==> src/rtl/elevador_planificador.sv <==
// Call scheduler and motion sequencer for a 3-floor elevator.
// Latches calls, tracks the floor from the sensors, selects targets with a SCAN
// policy, drives the motor up/down commands and latches a sticky fault.
// Optional feature macro: ELEV_AUTO_RETORNO_EN (auto-return to floor 1 when idle).
// Ports:
//   clk, reset        clock (rising edge), asynchronous active-high reset
//   p1..p3            call buttons (level sampled sets the pending bit)
//   f1..f3            floor sensors (1 = car at that floor)
//   s                 overweight sensor
//   mup, mdw          motor up / down commands
//   piso              current/last floor 1..3, 0 = unknown
//   pend              pending calls, bit0 = floor 1
//   falla             sticky fault flag
//   est               state: INIT=0 IDLE=1 SUBIR=2 BAJAR=3 PUERTA=4 FALLA=5
module elevador_planificador #(
  parameter int unsigned T_VIAJE   = 40,
  parameter int unsigned T_PUERTA  = 8,
  parameter int unsigned T_RETORNO = 64
) (
  input  logic       clk,
  input  logic       reset,
  input  logic       p1,
  input  logic       p2,
  input  logic       p3,
  input  logic       f1,
  input  logic       f2,
  input  logic       f3,
  input  logic       s,
  output logic       mup,
  output logic       mdw,
  output logic [1:0] piso,
  output logic [2:0] pend,
  output logic       falla,
  output logic [2:0] est
);

  typedef enum logic [2:0] {
    INIT   = 3'd0,
    IDLE   = 3'd1,
    SUBIR  = 3'd2,
    BAJAR  = 3'd3,
    PUERTA = 3'd4,
    FALLA  = 3'd5
  } estado_t;

  localparam int unsigned T_HOMING = 3 * T_VIAJE;
  localparam int unsigned T_MAX    = (T_HOMING > T_PUERTA) ? T_HOMING : T_PUERTA;
  localparam int unsigned TW       = $clog2(T_MAX + 1);

  estado_t       estado_q, estado_nx;
  logic [TW-1:0] tmr_q, tmr_nx, tmr_inc;
  logic          dir_q, dir_nx;          // last travel direction, 1 = up
  logic [2:0]    f_q;                    // previous sensor sample, for edge detection
  logic [1:0]    piso_nx;
  logic [2:0]    pend_nx;
  logic          mup_nx, mdw_nx, falla_nx;

  logic [2:0] f, c, calls, rising;
  logic [2:0] cur_m, up_m, dn_m, above_m, below_m;
  logic       conflict, go_up, ret_hit;

  // Floor number to one-hot sensor mask (0 -> no floor)
  function automatic logic [2:0] mask(input logic [1:0] x);
    case (x)
      2'd1:    mask = 3'b001;
      2'd2:    mask = 3'b010;
      2'd3:    mask = 3'b100;
      default: mask = 3'b000;
    endcase
  endfunction

  // One-hot sensor vector to floor number
  function automatic logic [1:0] enc(input logic [2:0] v);
    if (v[0])      enc = 2'd1;
    else if (v[1]) enc = 2'd2;
    else if (v[2]) enc = 2'd3;
    else           enc = 2'd0;
  endfunction

  assign f        = {f3, f2, f1};
  assign c        = {p3, p2, p1};
  assign calls    = pend | c;
  assign rising   = f & ~f_q;
  assign conflict = (f[0] & f[1]) | (f[0] & f[2]) | (f[1] & f[2]);
  assign cur_m    = mask(piso);
  assign up_m     = {cur_m[1:0], 1'b0};
  assign dn_m     = {1'b0, cur_m[2:1]};
  assign above_m  = {cur_m[1] | cur_m[0], cur_m[0], 1'b0};
  assign below_m  = {1'b0, cur_m[2], cur_m[2] | cur_m[1]};
  assign tmr_inc  = tmr_q + TW'(1);
  assign est      = estado_q;

  // SCAN: keep the last direction while calls lie ahead, otherwise reverse
  assign go_up = dir_q ? (|(pend & above_m)) : ~(|(pend & below_m));

`ifdef ELEV_AUTO_RETORNO_EN
  localparam int unsigned RW = $clog2(T_RETORNO + 1);
  logic [RW-1:0] ret_q, ret_nx, ret_inc;

  assign ret_inc = ret_q + RW'(1);

  // Idle-parked counter; any call or activity restarts it
  always_comb begin
    ret_nx  = '0;
    ret_hit = 1'b0;
    if (estado_q == IDLE && pend == 3'b000 && c == 3'b000 && !s && piso != 2'd1) begin
      if (ret_inc == RW'(T_RETORNO)) ret_hit = 1'b1;
      else                           ret_nx  = ret_inc;
    end
  end

  always_ff @(posedge clk or posedge reset) begin
    if (reset) ret_q <= '0;
    else       ret_q <= ret_nx;
  end
`else
  logic unused_retorno;
  assign ret_hit        = 1'b0;
  assign unused_retorno = (T_RETORNO == 0);
`endif

  // Next-state and next-output logic
  always_comb begin
    estado_nx = estado_q;
    piso_nx   = piso;
    pend_nx   = calls;
    mup_nx    = 1'b0;
    mdw_nx    = 1'b0;
    falla_nx  = 1'b0;
    tmr_nx    = tmr_q;
    dir_nx    = dir_q;

    case (estado_q)
      INIT: begin
        if (f == 3'b000) begin
          // homing downwards until a floor sensor shows up
          mdw_nx = 1'b1;
          tmr_nx = tmr_inc;
          if (tmr_inc == TW'(T_HOMING)) estado_nx = FALLA;
        end else begin
          piso_nx   = enc(f);
          tmr_nx    = '0;
          estado_nx = IDLE;
        end
      end

      IDLE: begin
        if (|(f & ~cur_m)) begin
          estado_nx = FALLA;
        end else if (|(pend & cur_m)) begin
          pend_nx   = calls & ~cur_m;
          tmr_nx    = '0;
          estado_nx = PUERTA;
        end else if (!s && pend != 3'b000) begin
          tmr_nx = '0;
          dir_nx = go_up;
          if (go_up) begin
            mup_nx    = 1'b1;
            estado_nx = SUBIR;
          end else begin
            mdw_nx    = 1'b1;
            estado_nx = BAJAR;
          end
        end
        if (ret_hit) pend_nx[0] = 1'b1;
      end

      SUBIR: begin
        if (|(rising & ~up_m)) begin
          estado_nx = FALLA;
        end else if (|(rising & up_m)) begin
          piso_nx = piso + 2'd1;
          tmr_nx  = '0;
          if (|(calls & up_m)) begin
            pend_nx   = calls & ~up_m;
            estado_nx = PUERTA;
          end else if (up_m[2]) begin
            estado_nx = IDLE;        // top floor, nothing left to serve upwards
          end else begin
            mup_nx = 1'b1;
          end
        end else begin
          mup_nx = 1'b1;
          tmr_nx = tmr_inc;
          if (tmr_inc == TW'(T_VIAJE)) estado_nx = FALLA;
        end
      end

      BAJAR: begin
        if (|(rising & ~dn_m)) begin
          estado_nx = FALLA;
        end else if (|(rising & dn_m)) begin
          piso_nx = piso - 2'd1;
          tmr_nx  = '0;
          if (|(calls & dn_m)) begin
            pend_nx   = calls & ~dn_m;
            estado_nx = PUERTA;
          end else if (dn_m[0]) begin
            estado_nx = IDLE;
          end else begin
            mdw_nx = 1'b1;
          end
        end else begin
          mdw_nx = 1'b1;
          tmr_nx = tmr_inc;
          if (tmr_inc == TW'(T_VIAJE)) estado_nx = FALLA;
        end
      end

      PUERTA: begin
        if (|(c & cur_m)) begin
          // a call for this floor reopens the door
          pend_nx = calls & ~cur_m;
          tmr_nx  = '0;
        end else if (tmr_q == TW'(T_PUERTA - 1)) begin
          if (!s) begin
            tmr_nx    = '0;
            estado_nx = IDLE;
          end
        end else begin
          tmr_nx = tmr_inc;
        end
      end

      FALLA:   estado_nx = FALLA;
      default: estado_nx = FALLA;
    endcase

    // Sensor conflict overrides everything outside FALLA
    if (conflict && estado_q != FALLA) estado_nx = FALLA;

    if (estado_nx == FALLA) begin
      mup_nx   = 1'b0;
      mdw_nx   = 1'b0;
      falla_nx = 1'b1;
      pend_nx  = 3'b000;
      tmr_nx   = '0;
    end
  end

  // State and registered outputs
  always_ff @(posedge clk or posedge reset) begin
    if (reset) begin
      estado_q <= INIT;
      tmr_q    <= '0;
      dir_q    <= 1'b1;
      f_q      <= 3'b000;
      piso     <= 2'd0;
      pend     <= 3'b000;
      mup      <= 1'b0;
      mdw      <= 1'b0;
      falla    <= 1'b0;
    end else begin
      estado_q <= estado_nx;
      tmr_q    <= tmr_nx;
      dir_q    <= dir_nx;
      f_q      <= f;
      piso     <= piso_nx;
      pend     <= pend_nx;
      mup      <= mup_nx;
      mdw      <= mdw_nx;
      falla    <= falla_nx;
    end
  end

endmodule

==> config.mk <==
export PLATFORM = sky130hd
export DESIGN_NAME = elevador_planificador
export DESIGN_NICKNAME = d
export VERILOG_FILES = /design/src/rtl/elevador_planificador.sv
export SDC_FILE = /design/constraint.sdc
export NUM_CORES = 1
export LEC_CHECK = 0
export ABC_AREA = 1
export ABC_CLOCK_PERIOD_IN_PS = 3490
export CORE_MARGIN = 1.5
export CORE_UTILIZATION = 40
export CTS_CLUSTER_SIZE = 25
export DETAILED_ROUTE_END_ITERATION = 6
export PLACE_DENSITY = 0.6
export SETUP_SLACK_MARGIN = 0.1
export SYNTH_ARGS = -nofsm -noshare
export SYNTH_HDL_FRONTEND = slang
export SYNTH_SLANG_ARGS = --single-unit
export TNS_END_PERCENT = 50
==> constraint.sdc <==
create_clock -name clk -period 3.49 [get_ports clk]
set_input_delay 0.698 -clock clk [delete_from_list [all_inputs] [get_ports clk]]
set_output_delay 0.698 -clock clk [all_outputs]
set_load 0.005 [all_outputs]
==> flow_metrics.env <==
export IMPL_hold_viol_final=0
export IMPL_swShare_pct=23.2
export IMPL_io_buffers=19
export IMPL_p_clk_share_pct=46.3
export IMPL_path_clk_slew_ns=0.10
export IMPL_irDropWorstVdd_mv=0.150
export IMPL_p_switching_mw=0.128
export IMPL_worstHoldPathType="reg2reg"
export IMPL_layout_commonest_cell="nand2_1"
export IMPL_drcViolationCount=0
export IMPL_place_area_sq_um=2150
export IMPL_cap_viol_max_count=0
export IMPL_vias=2065
export IMPL_grt_pass1_vias=1871
export IMPL_synth_edf_count=0
export IMPL_start_util_pct=41.2
export IMPL_core_sq_um=4690
export IMPL_grt_setup_unrepaired="no"
export IMPL_relSlewSlack_pct=40.8
export IMPL_clock_latency_ns=0.28
export IMPL_worstPathArrival_ns=2.98
export IMPL_worst_slew_pin_slew_ns=0.887
export IMPL_power_frac_comb_pct=7.3
export IMPL_finalSetupViolCount=0
export IMPL_drt_pass1_iterations=5
export IMPL_fmax_mhz=356
export IMPL_grt_max_degree=23
export IMPL_cp_end_kind="register"
export IMPL_cts_tree="built"
export IMPL_yosys_warnings=0
export IMPL_ctsHoldBuffers=0
export IMPL_antenna_found_initial=0
export IMPL_fin_crit_ns=2.81
export IMPL_ant_nets=0
export IMPL_netlist_instances=300
export IMPL_async_flop_share_pct=100
export IMPL_synth_seq_area_share_pct=28.5
export IMPL_synth_distinct_cells=32
export IMPL_cts_resized=0
export IMPL_cts_setup_buffers=0
export IMPL_clockBufferDepth=2
export IMPL_cts_root_buf="clkbuf_8"
export IMPL_dp_hpwl_mm=4.02
export IMPL_syn_to_final_growth_pct=15.1
export IMPL_num_rows=25
export IMPL_fin_nets=332
export IMPL_drv_slew=0
export IMPL_die_area_sq_um=5260
export IMPL_drt_iter0_drc=179
export IMPL_stdcell_area_sq_um=2230
export IMPL_cellPowerDensity_nw_per_um2=249
export IMPL_wl_per_cell_um=14.6
export IMPL_fin_crit_sh_pct=80.6
export IMPL_mostFrequentLayoutCells="nand2_1 (72), nand3_1 (42), inv_1 (38)"
export IMPL_final_setup_skew_ns=0.00973
export IMPL_outcome="finished, final reports clean"
export IMPL_routed_wl_mm=5.43
export IMPL_grtUsageTotal_pct=20.9
export IMPL_synthFlopType="dfrtp_1"
export IMPL_startpoint_type="register"
export IMPL_path_class="reg2reg"
export IMPL_tns_ns=0
export IMPL_drive_gt1_share_pct=11.6
export IMPL_p_seq_share_pct=46.4
export IMPL_die_w_um=72.5
export IMPL_pin_count=20
export IMPL_intPower_mw=0.425
export IMPL_htree_levels=1
export IMPL_drt_vias_per_instance=5.55
export IMPL_grt_pass1_wl_mm=8.58
export IMPL_mappedNetlistArea_sq_um=1930
export IMPL_antenna_cells=0
export IMPL_rrSetupSlack_ns=0.68
export IMPL_numCtsBuffers=3
export IMPL_grt_remaining_overflow=0
export IMPL_die_h_um=72.5
export IMPL_gp_congestion=1.03
export IMPL_cts_sinks=22
export IMPL_hold_slack_ns=0.488
export IMPL_fillCellCount=468
export IMPL_worst_path_max_fanout=14
export IMPL_synth_seq_cells=22
export IMPL_finalPower_mw=0.554
export IMPL_worstPathRequired_ns=3.66
export IMPL_synth_nets=313
export IMPL_leakage_nw=1.05
export IMPL_avgSynthCellArea_sq_um=6.45
-- registers in the layout, summed over array words and instances, names as in the netlist --
name   count
tmr_q      7
est        3
f_q        3
pend       3
piso       2
dir_q      1
falla      1
mdw        1
mup        1
-- synth_stat cells (3+ instances only) --
master / number / area share (%)
nand2_1: 72 / 14
ha_1: 4 / 2.6
a21oi_1: 12 / 3.1
nor2_1: 35 / 6.8
nor2_2: 4 / 1.3
buf_2: 3 / 0.78
nand3_2: 6 / 3.1
dfrtp_1: 21 / 27
nand4_1: 3 / 0.97
o21ai_0: 16 / 4.1
inv_2: 4 / 0.78
nor3_1: 5 / 1.3
nand3_1: 42 / 11
inv_1: 38 / 7.4
o211ai_1: 3 / 1.2
nand2_2: 3 / 0.97
a21oi_2: 9 / 4.1
-- worst max-delay path, stage by stage (launching register included) --
cell and delay [ns]:
dfrtp_1 0.44, inv_1 0.09, ha_1 0.43, inv_1 0.24, nand2_1 0.10, o211ai_1 0.19
o21ai_0 0.27, nand3_1 0.13, nor2_2 0.15, nand3_2 0.35, and2_1 0.31
-- final cells by class --
type / count / area, sq um / share of cell area, %
Tap cell: 54 / 67.6 / 3.04
Multi-Input combinational cell: 231 / 1190 / 53.3
Clock buffer: 3 / 41.3 / 1.85
Timing Repair Buffer: 19 / 190 / 8.54
Clock inverter: 1 / 30.0 / 1.35
Inverter: 42 / 158 / 7.08
Sequential cell: 22 / 552 / 24.8
-- final timing paths --
path,to,startpoint,cells after the start
worst max-delay path,falla$_DFF_PP0_,piso[0]$_DFFE_PP0P_,10
worst min-delay path,dir_q$_DFFE_PP1P_,dir_q$_DFFE_PP1P_,2
worst max register to register,falla$_DFF_PP0_,piso[0]$_DFFE_PP0P_,10
worst min register to register,dir_q$_DFFE_PP1P_,dir_q$_DFFE_PP1P_,2
max in group asynchronous,tmr_q[5]$_DFFE_PP0P_,reset,2
min in group asynchronous,est[2]$_DFF_PP0_,reset,2
-- cell families after synthesis --
family                   synth area share [%]
AND/OR/NAND/NOR                          43.9
AO/OA/AOI/OAI                            14.9
buffers and inverters                    10.1
flip-flops                               28.5
adder cells (fa/ha/maj)                  2.59
-- power groups by stage --
stage	clock, mW	combinational, mW	sequential (mW)
5_1_grt	0.266	0.0449	0.257
4_1_cts	0.257	0.0405	0.257
6_report	0.256	0.0404	0.257
2_1_floorplan	0	0.0216	0.262
3_5_place_dp	0	0.0403	0.262
3_3_place_gp	0	0.0404	0.262
-- per-layer routing --
| layer | GRT usage, % | wire length, um |
|---|---|---|
| met5 | 0 | 0 |
| met4 | 8.18 | 141 |
| met3 | 2.08 | 394 |
| met2 | 33.3 | 2460 |
| met1 | 29.3 | 2440 |
-- per-stage QoR --
step	util [%]	setup WS (ns)	std cells
CTS	47.4	0.743	372
floorplan	-	1.60	300
detailed placement	45.9	0.703	368
global placement	45.9	0.714	368
finish	47.4	0.678	372
global route	47.4	0.547	372
No activity file was read; power rests on OpenSTA's default activity.
